$ cat src/rtl/elevator_pkg.sv
// rtl/elevator_pkg.sv - shared types, width helper and timing defaults for the elevator scheduler
package elevator_pkg;

    localparam int TRAVEL_CYCLES_DEFAULT = 16;
    localparam int DOOR_CYCLES_DEFAULT   = 32;

    typedef enum logic [1:0] {
        ST_IDLE,
        ST_MOVE,
        ST_ARRIVE,
        ST_DOOR
    } state_e;

    // Width needed to hold 0..n-1, never less than one bit.
    function automatic int level_width(input int n);
        return ($clog2(n) > 1) ? $clog2(n) : 1;
    endfunction

endpackage

$ cat src/rtl/elevator_req_scan.sv
// rtl/elevator_req_scan.sv - combinational request scan relative to the car position
//
// Ports:
//   in_levels_i    cabin requests, one bit per level
//   up_levels_i    hall-up requests, levels 0..N-2
//   down_levels_i  hall-down requests, levels 1..N-1
//   level_i        current car level
//   req_here_o     any request at the current level
//   req_above_o    any request at a higher level
//   req_below_o    any request at a lower level
module elevator_req_scan
    import elevator_pkg::*;
#(
    parameter  int BUTTONS_WIDTH = 8,
    localparam int LEVEL_W       = level_width(BUTTONS_WIDTH)
) (
    input  logic [BUTTONS_WIDTH-1:0] in_levels_i,
    input  logic [BUTTONS_WIDTH-2:0] up_levels_i,
    input  logic [BUTTONS_WIDTH-1:1] down_levels_i,
    input  logic [LEVEL_W-1:0]       level_i,
    output logic                     req_here_o,
    output logic                     req_above_o,
    output logic                     req_below_o
);

    // Merged per-level request map; the missing hall bits at the ends read as 0.
    logic [BUTTONS_WIDTH-1:0] req_any;

    always_comb begin
        req_any = in_levels_i;
        for (int i = 0; i < BUTTONS_WIDTH - 1; i++) begin
            req_any[i] = req_any[i] | up_levels_i[i];
        end
        for (int i = 1; i < BUTTONS_WIDTH; i++) begin
            req_any[i] = req_any[i] | down_levels_i[i];
        end
    end

    always_comb begin
        req_here_o  = 1'b0;
        req_above_o = 1'b0;
        req_below_o = 1'b0;
        for (int i = 0; i < BUTTONS_WIDTH; i++) begin
            if (LEVEL_W'(i) == level_i) req_here_o  = req_any[i];
            if (LEVEL_W'(i) >  level_i) req_above_o = req_above_o | req_any[i];
            if (LEVEL_W'(i) <  level_i) req_below_o = req_below_o | req_any[i];
        end
    end

endmodule

$ cat src/rtl/elevator_scheduler.sv
// rtl/elevator_scheduler.sv - directional SCAN elevator car scheduler with request clear pulses
//
// Ports:
//   clock, reset                 system clock, asynchronous active-low reset
//   active_*_levels              latched cabin / hall-up / hall-down requests
//   inactivate_*_levels          one-cycle clear pulses back to the request latches
//   motor_up, motor_down         motor drive, mutually exclusive
//   door_open                    door drive, never together with a motor output
//   current_level                car position
//   direction_up                 current or last travel direction, 1 = up
module elevator_scheduler
    import elevator_pkg::*;
#(
    parameter  int BUTTONS_WIDTH = 8,
    parameter  int TRAVEL_CYCLES = TRAVEL_CYCLES_DEFAULT,
    parameter  int DOOR_CYCLES   = DOOR_CYCLES_DEFAULT,
    localparam int LEVEL_W       = level_width(BUTTONS_WIDTH)
) (
    input  logic                     clock,
    input  logic                     reset,
    input  logic [BUTTONS_WIDTH-1:0] active_in_levels,
    input  logic [BUTTONS_WIDTH-2:0] active_out_up_levels,
    input  logic [BUTTONS_WIDTH-1:1] active_out_down_levels,
    output logic [BUTTONS_WIDTH-1:0] inactivate_in_levels,
    output logic [BUTTONS_WIDTH-2:0] inactivate_out_up_levels,
    output logic [BUTTONS_WIDTH-1:1] inactivate_out_down_levels,
    output logic                     motor_up,
    output logic                     motor_down,
    output logic                     door_open,
    output logic [LEVEL_W-1:0]       current_level,
    output logic                     direction_up
);

    // One counter serves both MOVE and DOOR since they never overlap.
    localparam int CNT_MAX = (TRAVEL_CYCLES > DOOR_CYCLES) ? TRAVEL_CYCLES : DOOR_CYCLES;
    localparam int CNT_W   = level_width(CNT_MAX);

    state_e                   state_q;
    logic [LEVEL_W-1:0]       level_q;
    logic                     dir_q;
    logic [CNT_W-1:0]         cnt_q;
    logic                     motor_up_q;
    logic                     motor_down_q;
    logic                     door_q;
    logic [BUTTONS_WIDTH-1:0] clr_in_q;
    logic [BUTTONS_WIDTH-2:0] clr_up_q;
    logic [BUTTONS_WIDTH-1:1] clr_dn_q;

    logic                     req_here;
    logic                     req_above;
    logic                     req_below;

    // Pulse pattern for a stop at the current level, and the raw request bits there.
    logic [BUTTONS_WIDTH-1:0] clr_in_d;
    logic [BUTTONS_WIDTH-2:0] clr_up_d;
    logic [BUTTONS_WIDTH-1:1] clr_dn_d;
    logic                     in_here;
    logic                     up_here;
    logic                     dn_here;
    logic                     hall_dir_here;
    logic                     req_ahead;

    elevator_req_scan #(
        .BUTTONS_WIDTH (BUTTONS_WIDTH)
    ) u_scan (
        .in_levels_i   (active_in_levels),
        .up_levels_i   (active_out_up_levels),
        .down_levels_i (active_out_down_levels),
        .level_i       (level_q),
        .req_here_o    (req_here),
        .req_above_o   (req_above),
        .req_below_o   (req_below)
    );

    // A hall call against the travel direction is also cleared when the car is at
    // the end of its sweep, because it will leave in that direction next.
    always_comb begin
        clr_in_d = '0;
        clr_up_d = '0;
        clr_dn_d = '0;
        in_here  = 1'b0;
        up_here  = 1'b0;
        dn_here  = 1'b0;
        for (int i = 0; i < BUTTONS_WIDTH; i++) begin
            if (LEVEL_W'(i) == level_q) begin
                in_here     = active_in_levels[i];
                clr_in_d[i] = 1'b1;
            end
        end
        for (int i = 0; i < BUTTONS_WIDTH - 1; i++) begin
            if (LEVEL_W'(i) == level_q) begin
                up_here     = active_out_up_levels[i];
                clr_up_d[i] = dir_q | ~req_below;
            end
        end
        for (int i = 1; i < BUTTONS_WIDTH; i++) begin
            if (LEVEL_W'(i) == level_q) begin
                dn_here     = active_out_down_levels[i];
                clr_dn_d[i] = ~dir_q | ~req_above;
            end
        end
    end

    assign hall_dir_here = dir_q ? up_here   : dn_here;
    assign req_ahead     = dir_q ? req_above : req_below;

    always_ff @(posedge clock or negedge reset) begin
        if (!reset) begin
            state_q      <= ST_IDLE;
            level_q      <= '0;
            dir_q        <= 1'b1;
            cnt_q        <= '0;
            motor_up_q   <= 1'b0;
            motor_down_q <= 1'b0;
            door_q       <= 1'b0;
            clr_in_q     <= '0;
            clr_up_q     <= '0;
            clr_dn_q     <= '0;
        end else begin
            clr_in_q <= '0;
            clr_up_q <= '0;
            clr_dn_q <= '0;
            case (state_q)
                ST_IDLE: begin
                    cnt_q <= '0;
                    if (req_here) begin
                        state_q  <= ST_DOOR;
                        door_q   <= 1'b1;
                        clr_in_q <= clr_in_d;
                        clr_up_q <= clr_up_d;
                        clr_dn_q <= clr_dn_d;
                    end else if (dir_q && req_above) begin
                        state_q    <= ST_MOVE;
                        motor_up_q <= 1'b1;
                    end else if (dir_q && req_below) begin
                        state_q      <= ST_MOVE;
                        dir_q        <= 1'b0;
                        motor_down_q <= 1'b1;
                    end else if (!dir_q && req_below) begin
                        state_q      <= ST_MOVE;
                        motor_down_q <= 1'b1;
                    end else if (!dir_q && req_above) begin
                        state_q    <= ST_MOVE;
                        dir_q      <= 1'b1;
                        motor_up_q <= 1'b1;
                    end
                end
                ST_MOVE: begin
                    if (cnt_q == CNT_W'(TRAVEL_CYCLES - 1)) begin
                        cnt_q        <= '0;
                        level_q      <= dir_q ? level_q + LEVEL_W'(1) : level_q - LEVEL_W'(1);
                        motor_up_q   <= 1'b0;
                        motor_down_q <= 1'b0;
                        state_q      <= ST_ARRIVE;
                    end else begin
                        cnt_q <= cnt_q + CNT_W'(1);
                    end
                end
                ST_ARRIVE: begin
                    if (in_here || hall_dir_here || (!req_ahead && req_here)) begin
                        state_q  <= ST_DOOR;
                        door_q   <= 1'b1;
                        clr_in_q <= clr_in_d;
                        clr_up_q <= clr_up_d;
                        clr_dn_q <= clr_dn_d;
                    end else if (!req_ahead) begin
                        state_q <= ST_IDLE;
                    end else begin
                        state_q      <= ST_MOVE;
                        motor_up_q   <= dir_q;
                        motor_down_q <= ~dir_q;
                    end
                end
                ST_DOOR: begin
                    if (cnt_q == CNT_W'(DOOR_CYCLES - 1)) begin
                        cnt_q   <= '0;
                        door_q  <= 1'b0;
                        state_q <= ST_IDLE;
                    end else begin
                        cnt_q <= cnt_q + CNT_W'(1);
                    end
                end
                default: begin
                    state_q <= ST_IDLE;
                end
            endcase
        end
    end

    assign inactivate_in_levels       = clr_in_q;
    assign inactivate_out_up_levels   = clr_up_q;
    assign inactivate_out_down_levels = clr_dn_q;
    assign motor_up                   = motor_up_q;
    assign motor_down                 = motor_down_q;
    assign door_open                  = door_q;
    assign current_level              = level_q;
    assign direction_up               = dir_q;

endmodule

$ cat config.mk
export PLATFORM = sky130hd
export DESIGN_NAME = elevator_scheduler
export DESIGN_NICKNAME = d
export VERILOG_FILES = /design/src/rtl/elevator_pkg.sv /design/src/rtl/elevator_req_scan.sv /design/src/rtl/elevator_scheduler.sv
export SDC_FILE = /design/constraint.sdc
export NUM_CORES = 1
export LEC_CHECK = 0
export ABC_AREA = 0
export ABC_CLOCK_PERIOD_IN_PS = 2900
export CELL_PAD_IN_SITES_DETAIL_PLACEMENT = 2
export CELL_PAD_IN_SITES_GLOBAL_PLACEMENT = 2
export CORE_MARGIN = 2
export CORE_UTILIZATION = 30
export DETAILED_ROUTE_END_ITERATION = 6
export PLACE_DENSITY_LB_ADDON = 0.2
export SETUP_SLACK_MARGIN = 0.4
export SYNTH_ARGS = -nofsm -noshare
export SYNTH_HDL_FRONTEND = slang
export SYNTH_SLANG_ARGS = --single-unit
$ cat constraint.sdc
create_clock -name clock -period 2.9 [get_ports clock]
set_input_delay 0.58 -clock clock [delete_from_list [all_inputs] [get_ports clock]]
set_output_delay 0.58 -clock clock [all_outputs]
set_load 0.02 [all_outputs]
# Word-level counts from Yosys, hierarchy flattened
# Index checks and enable logic that the tools add are counted.
[totals]
reg_bits = 36
inputBits = 24
output_inout_bits = 29
wordCells = 225
[classes]
add_sub_neg = 3
order_cmp = 16
eq_ne = 26
muxes = 114
n_bitwise = 35
reduce_logical = 21
[op_table]
columns = ["operator", "n"]
rows = [
  ["$mux W1", 89],
  ["$or A1 B1 Y1", 30],
  ["$mux W7", 4],
  ["$pmux W7 S2", 2],
  ["$ne A2 B2 Y1 const B", 9],
  ["$mux W2", 8],
  ["$mux W8", 2],
  ["$pmux W8 S2", 1],
  ["$pmux W5 S3", 1],
  ["$eq A3 B3 Y1 const A", 4],
  ["$gt A3 B3 Y1 const A", 4],
  ["$lt A3 B3 Y1 const A", 4],
  ["$ne A3 B3 Y1 const B", 4],
  ["$mux W5", 2],
  ["$pmux W1 S3", 3],
  ["$reduce_bool A3 Y1", 3],
  ["$pmux W2 S4", 1],
  ["$reduce_and A8 Y1", 1],
  ["$reduce_and A7 Y1", 1],
  ["$eq A2 B3 Y1 const A", 2],
  ["$gt A1 B3 Y1 const A", 2],
  ["$gt A2 B3 Y1 const A", 2],
  ["$lt A1 B3 Y1 const A", 2],
  ["$lt A2 B3 Y1 const A", 2],
  ["other kinds (21)", 32],
]

# Logic depth before layout (Yosys ltp)
[logic_depth]
word_depth = 23
mapped_depth = 13
ltp_nobuf = 9

# Hierarchy
# Synthesis repeated with hierarchy kept, for this count alone.
[unflattened]
cells_unflattened = 264
area_unflattened_um2 = 2333.5
[by_module_without_submodules]
columns = ["module", "n_inst", "cells_per_inst", "area_per_inst_um2", "seq_area_each_um2"]
rows = [
  ["elevator_scheduler", 1, 222, 2065.7, 902.1],
  ["elevator_req_scan", 1, 42, 267.8, 0.0],
]

# Least setup slack after synthesis
# No wires, ideal clock.
[synth_path]
kind = "register to register"
start = "reg level_q[0] (netlist: current_level[0])"
end = "reg motor_down_q (netlist: motor_down)"
setup_time_ns = 0.078
arrival_ns = 2.776
slack_ns = 0.046
stages_incl_launch_ff = 12
n_path_buf = 2
synth_period_minus_slack_ns = 2.854
path_cell_list = "dfrtp_1 -> clkbuf_1 -> inv_1 -> ha_1 -> clkbuf_1 -> nor2b_1 -> a221o_1 -> a211oi_2 -> o32ai_2 -> or3_1 -> o31a_1 -> o21ai_1"
[synth_between]
elab_chain_len = 22
[synth_lines]
columns = ["item", "line_no", "text"]
rows = [
  ["start: declaration", "elevator_scheduler.sv:39", "logic [LEVEL_W-1:0] level_q;"],
  ["start signal: assignment", "elevator_scheduler.sv:151", "level_q <= dir_q ? level_q + LEVEL_W'(1) : level_q - LEVEL_W'(1);"],
  ["$lt A1 B3 Y1 / $gt A1 B3 Y1 (equally long branches)", "elevator_req_scan.sv:46, elevator_req_scan.sv:45", ""],
  ["$mux W1, on equally long branches", "elevator_req_scan.sv:46, elevator_req_scan.sv:45", ""],
  ["$or A1 B1 Y1, on equally long branches", "elevator_req_scan.sv:46, elevator_req_scan.sv:45", ""],
  ["$mux W1, on equally long branches", "elevator_req_scan.sv:46, elevator_req_scan.sv:45", ""],
  ["$or A1 B1 Y1, on equally long branches", "elevator_req_scan.sv:46, elevator_req_scan.sv:45", ""],
  ["$mux W1, on equally long branches", "elevator_req_scan.sv:46, elevator_req_scan.sv:45", ""],
  ["$or A1 B1 Y1, on equally long branches", "elevator_req_scan.sv:46, elevator_req_scan.sv:45", ""],
  ["$mux W1, on equally long branches", "elevator_req_scan.sv:46, elevator_req_scan.sv:45", ""],
  ["[... 6 more ...]", "-", ""],
  ["$or A1 B1 Y1, on equally long branches", "elevator_req_scan.sv:46, elevator_req_scan.sv:45", ""],
  ["$mux W1, on equally long branches", "elevator_req_scan.sv:46, elevator_req_scan.sv:45", ""],
  ["$mux W1", "elevator_scheduler.sv:105", "assign req_ahead = dir_q ? req_above : req_below;"],
  ["$logic_not A1 Y1", "-", ""],
  ["$logic_and A1 B1 Y1", "elevator_scheduler.sv:160", "if (in_here || hall_dir_here || (!req_ahead && req_here)) begin"],
  ["$logic_or A1 B1 Y1", "elevator_scheduler.sv:160", ""],
  ["$ne A2 B2 Y1 (no source line)", "-", ""],
  ["$reduce_and A7 Y1 (no source line)", "-", ""],
  ["end signal: assignment", "elevator_scheduler.sv:171", "motor_down_q <= ~dir_q;"],
  ["end: declaration", "elevator_scheduler.sv:43", "logic motor_down_q;"],
]
# Several ways; a longest one is shown, not always the timed one. The select of a mux whose other input is x is not followed.
# A chain may end at the register's enable or synchronous reset.

# Final worst setup path
[layout_path]
start = "reg level_q[2] (netlist: current_level[2])"
end = "reg clr_up_q[0] (netlist: inactivate_out_up_levels[0])"
[layout_between]
elab_chain_len = 22
[layout_lines]
columns = ["item", "line_no", "text"]
rows = [
  ["$lt A1 B3 Y1 / $gt A1 B3 Y1 (equally long branches)", "elevator_req_scan.sv:46, elevator_req_scan.sv:45", ""],
  ["$mux W1, on equally long branches", "elevator_req_scan.sv:46, elevator_req_scan.sv:45", ""],
  ["$or A1 B1 Y1, on equally long branches", "elevator_req_scan.sv:46, elevator_req_scan.sv:45", ""],
  ["$mux W1, on equally long branches", "elevator_req_scan.sv:46, elevator_req_scan.sv:45", ""],
  ["$or A1 B1 Y1, on equally long branches", "elevator_req_scan.sv:46, elevator_req_scan.sv:45", ""],
  ["$mux W1, on equally long branches", "elevator_req_scan.sv:46, elevator_req_scan.sv:45", ""],
  ["$or A1 B1 Y1, on equally long branches", "elevator_req_scan.sv:46, elevator_req_scan.sv:45", ""],
  ["$mux W1, on equally long branches", "elevator_req_scan.sv:46, elevator_req_scan.sv:45", ""],
  ["[... 6 more ...]", "-", ""],
  ["$or A1 B1 Y1, on equally long branches", "elevator_req_scan.sv:46, elevator_req_scan.sv:45", ""],
  ["$mux W1, on equally long branches", "elevator_req_scan.sv:46, elevator_req_scan.sv:45", ""],
  ["$mux W1", "elevator_scheduler.sv:105", ""],
  ["$logic_not A1 Y1", "-", ""],
  ["$logic_and A1 B1 Y1", "elevator_scheduler.sv:160", ""],
  ["$logic_or A1 B1 Y1", "elevator_scheduler.sv:160", ""],
  ["$mux W7", "elevator_scheduler.sv:160", ""],
  ["$pmux W7 S2 *", "elevator_scheduler.sv:123", "case (state_q)"],
  ["end signal: assignment", "elevator_scheduler.sv:130", "clr_up_q <= clr_up_d;"],
  ["end signal: assignment", "elevator_scheduler.sv:164", "clr_up_q <= clr_up_d;"],
  ["end: declaration", "elevator_scheduler.sv:46", "logic [BUTTONS_WIDTH-2:0] clr_up_q;"],
]
# Every way passes the cells marked *; elsewhere a longest branch is shown, timed or not.

==> out/summary.md <==
In this run, synthesis inferred 0 flip-flops with an integrated enable. The logs give 3035 for the via count of the first global-routing pass and 28.0% for the global-route usage over all layers. The slowest stage of the critical path is the sky130_fd_sc_hd__dfrtp_1 cell. The logs give 36 for the clock sink total and 2 for the maximum level of the CTS H-tree.

IR analysis of the VDD net gives a maximum drop of 0.561 mV. After global routing the overflow that remains totals 0. The utilization of the core after routing came out at 55.5%.

The startpoint of the most critical setup path was current_level[2]. Routability-driven placement finished with a final weighted congestion of 0.836. For the number of nets produced by synthesis, the log shows 299. The root buffer selected by CTS was sky130_fd_sc_hd__clkbuf_8. OpenSTA, run right after detailed placement, puts the worst setup slack at -0.312 ns.

The capture instance of the worst register-to-register path is inactivate_out_up_levels[0]. After clock tree synthesis, the flow added hold-fix buffers numbering 0. The clock-pin slew reported for the worst setup and hold paths after clock tree synthesis is 0.09 ns, and the final worst-path cycle share is 99.8%. For this run, design rule violations remaining after detail routing come to 0. The number of vias per cell came out at 5.76. Before antenna repair, the detailed router went through 7 iterations. The die is 91.7 um tall. The logs give 0.00503 ns for the final worst slack and 7070 um for the detailed-routed wire length on met2. Final-layout fill cell count: 695. In this run the mean area of a mapped cell was 8.70 um2. The placed instance count was 437.

Of all nets on the critical path, the largest fanout is 19. Uppermost metal layer occupied by signal nets: met4. Clock latency on the worst-skew pair, taken at its later pin, is 0.32 ns.

The initial utilization of the core area, before any placement, comes to 31.4%. Setup slack on the worst reg-to-reg path comes out at 0.005 ns. Traced cell by cell, the critical path runs through buf_6 > nand2_1 > a21oi_1 > nor2_1 > and2b_1 > a211o_1 > a22oi_2 > buf_4 > clkbuf_16 > nor3_2.

The clock passes through at most 2 buffers. The detailed router placed 2754 vias in this run. At the end of the flow, the number of nets in the layout was 412. The core region is 7330 um2. For the area of the die, the log shows 8400 um2. After legalization and detailed placement, the total HPWL measured 6590 um. In the final routing, the length of wire on met1 measures 5670 um. The non-filler instance count after layout is 478.

In the final routed layout, each cell accounts on average for 29.2 um. The worst register-to-register path has a depth of 10. The number of inserted diodes is 0, and the floorplan die width is 91.7 um.

In this run the count of I/O pins placed on the die edge is 53. Sequential cells were found to cover 39.1% of the synthesized design area. On the worst path, the slowest cell contributes a delay of 0.50 ns. The logs give 0 for the number of failing setup endpoints in the final timing report and 31 for the number of rows in the core area. TritonCTS built the clock tree. STA puts the critical path data required time at 3.11 ns. The class of the worst hold path was flop to flop.

The tools report the DRC marker count from the first detailed-route iteration as 124. The critical path capture point type is a flop. The run finished with clean final reports. The peak clock frequency supported by timing is 0.345 GHz, and the initial antenna violation count is 0. In this run the tightest slew margin relative to its limit is 53.0%. Number of library cell types mapped by synthesis: 58. The routed design could run at a clock period as short as 2.89 ns. After synthesis the cells add up to 2300 um2. For the pin count of the biggest net entering global routing, the log shows 37. The tools report the total length of routed met3 wires as 596 um. Following the worst setup path forward leads to its endpoint at inactivate_out_up_levels[0].

The most instantiated flip-flop cell in the synthesis netlist was sky130_fd_sc_hd__dfrtp_1. The tightest hold path in the finished design has a slack of 0.579 ns. The final hold violation count is 0. The number of clock buffers added by TritonCTS is 5. The footprint of the flip-flops and latches was 905 um2; the final max-slew violation count was 0. In the synthesized netlist the async set-or-reset flop fraction comes to 100%. For this design the ratio of total power to cell area is 683 nW/um2. The logs give 0.0208 ns for the largest clock skew in the final design and 265 for the count of mapped cells out of synthesis. In this run the tool buffered the top-level ports with 52 buffer cells.

The synthesized design contains 36 register bits. Yosys printed 0 warnings. The first global-routing pass estimated 18000 um of wire. The worst register-to-register path begins at current_level[2].

The area taken by multi-input logic gates is 1730 um2, and the synthesis-to-finish area growth is 76.7%. Critical path launch point type: a flop. The tools report the count of antenna-violating nets left after detailed routing as 0. The detailed-route wire length was 14000 um; the max-cap violation count was 0. The worst hold path passes through 2 cells. Data arrives at the worst endpoint at 3.11 ns. The run gives 1.72 nW as the leakage component of the power. Setup repair after global routing could not meet its margin everywhere. Of the cells placed in the final design, the portion with a size suffix greater than 1 is 39.6%. By startpoint and endpoint, the worst setup path is classified as flop to flop.

Actual slew at the worst max-slew pin: 0.704 ns.
[kinds of logic after synthesis]
logic type,count (synthesis),share of synthesized area (%)
xor gates and xnor gates,4,1.52
adders and majority gates,10,5.43
muxes,2,0.869
DFF,36,39.1
buffers and inverters,29,5.48
and+or+nand+nor,107,23.5
AOI/OAI and AO/OA,77,24.1
[what timing repair did]
action / in CTS / in global routing
gates resized for setup: 57 / 69
pin swaps: 18 / 36
cloned: 2 / 1
setup endpoints to repair: 28 / 28
buffers inserted: 15 / 15
[layer usage]
layer	track usage [%]	up-vias
li1	-	1196
met1	32.3	1418
met2	50.6	100
met3	4.44	40
met4	12.5	0
met5	0	-
[worst min path at each step]
stage / start / to
5_1_grt: cnt_q[1] / cnt_q[1]
2_1_floorplan: reset / cnt_q[0]
3_5_place_dp: door_open / door_open
6_report: cnt_q[1] / cnt_q[1]
3_3_place_gp: motor_up / motor_up
4_1_cts: door_open / door_open
[cells in the final DEF (no fill, tap or decap), types with 5 or more instances in the layout]
cell,synthesis,layout
sky130_fd_sc_hd__ha_1,10,5
sky130_fd_sc_hd__buf_6,2,8
sky130_fd_sc_hd__dlymetal6s2s_1,0,5
sky130_fd_sc_hd__a21oi_1,12,9
sky130_fd_sc_hd__clkdlybuf4s15_1,0,5
sky130_fd_sc_hd__nor2_1,27,20
sky130_fd_sc_hd__nor2_4,0,6
sky130_fd_sc_hd__dfrtp_1,35,33
sky130_fd_sc_hd__nor3_4,0,7
sky130_fd_sc_hd__inv_1,12,9
sky130_fd_sc_hd__nor3_1,24,6
sky130_fd_sc_hd__clkbuf_8,0,5
sky130_fd_sc_hd__nor3_2,0,11
sky130_fd_sc_hd__clkdlybuf4s50_1,0,32
sky130_fd_sc_hd__dlygate4sd2_1,0,8
sky130_fd_sc_hd__nand2_1,21,21
sky130_fd_sc_hd__o21ai_0,20,16
sky130_fd_sc_hd__buf_4,0,55
[cell usage after synthesis, types with 4 or more instances]
cell type,count,area (um2)
sky130_fd_sc_hd__or3_1,5,31.3
sky130_fd_sc_hd__nand2_1,21,78.8
sky130_fd_sc_hd__nor4_1,4,25.0
sky130_fd_sc_hd__a211o_1,4,35.0
sky130_fd_sc_hd__dfrtp_1,35,876
sky130_fd_sc_hd__o21ai_0,20,100
sky130_fd_sc_hd__a21oi_1,12,60.1
sky130_fd_sc_hd__inv_1,12,45.0
sky130_fd_sc_hd__nand3_1,5,25.0
sky130_fd_sc_hd__nor3_1,24,120
sky130_fd_sc_hd__ha_1,10,125
sky130_fd_sc_hd__nor2_1,27,101
sky130_fd_sc_hd__a31oi_1,5,31.3
sky130_fd_sc_hd__clkbuf_1,9,33.8
[flip-flops by register name, summed over array words and instances, names as in the netlist]
signal / flops
door_open: 1
state_q: 2
inactivate_out_down_levels: 7
motor_up: 1
current_level: 3
cnt_q: 5
direction_up: 1
motor_down: 1
inactivate_out_up_levels: 7
inactivate_in_levels: 8
[stage by stage]
step	area, um2	total power (W)	TNS, ns
5_1_grt	4070	0.00288	-0.0455
4_1_cts	3640	0.00238	0
3_3_place_gp	3190	0.00165	-0.370
6_report	4070	0.00278	0
3_5_place_dp	3190	0.00171	-1.99
2_1_floorplan	2350	0.00129	0
[area by class of cell]
type | count | area share [%]
clock inverter | 3 | 1.04
tap | 99 | 3.04
multi-input combinational | 200 | 42.4
inverter | 14 | 1.41
sequential | 36 | 22.2
clock buffer | 5 | 1.69
timing repair buffer | 121 | 28.2
[worst max-delay path: cells and delay by family (launching register included)]
family	cells	cell delay [ns]
DFF	1	0.50
buffers and inverters	3	0.65
and+or+nand+nor	4	0.90
AOI/OAI and AO/OA	3	0.74
[power by group]
| part | total [W] | switching [W] | internal, W |
|---|---|---|---|
| clock network | 0.000483 | 0.000227 | 0.000255 |
| registers | 0.000771 | 0.000181 | 0.000590 |
| logic | 0.00153 | 0.000866 | 0.000660 |
| total | 0.00278 | 0.00127 | 0.00150 |
No activity file was read; power rests on OpenSTA's default activity.
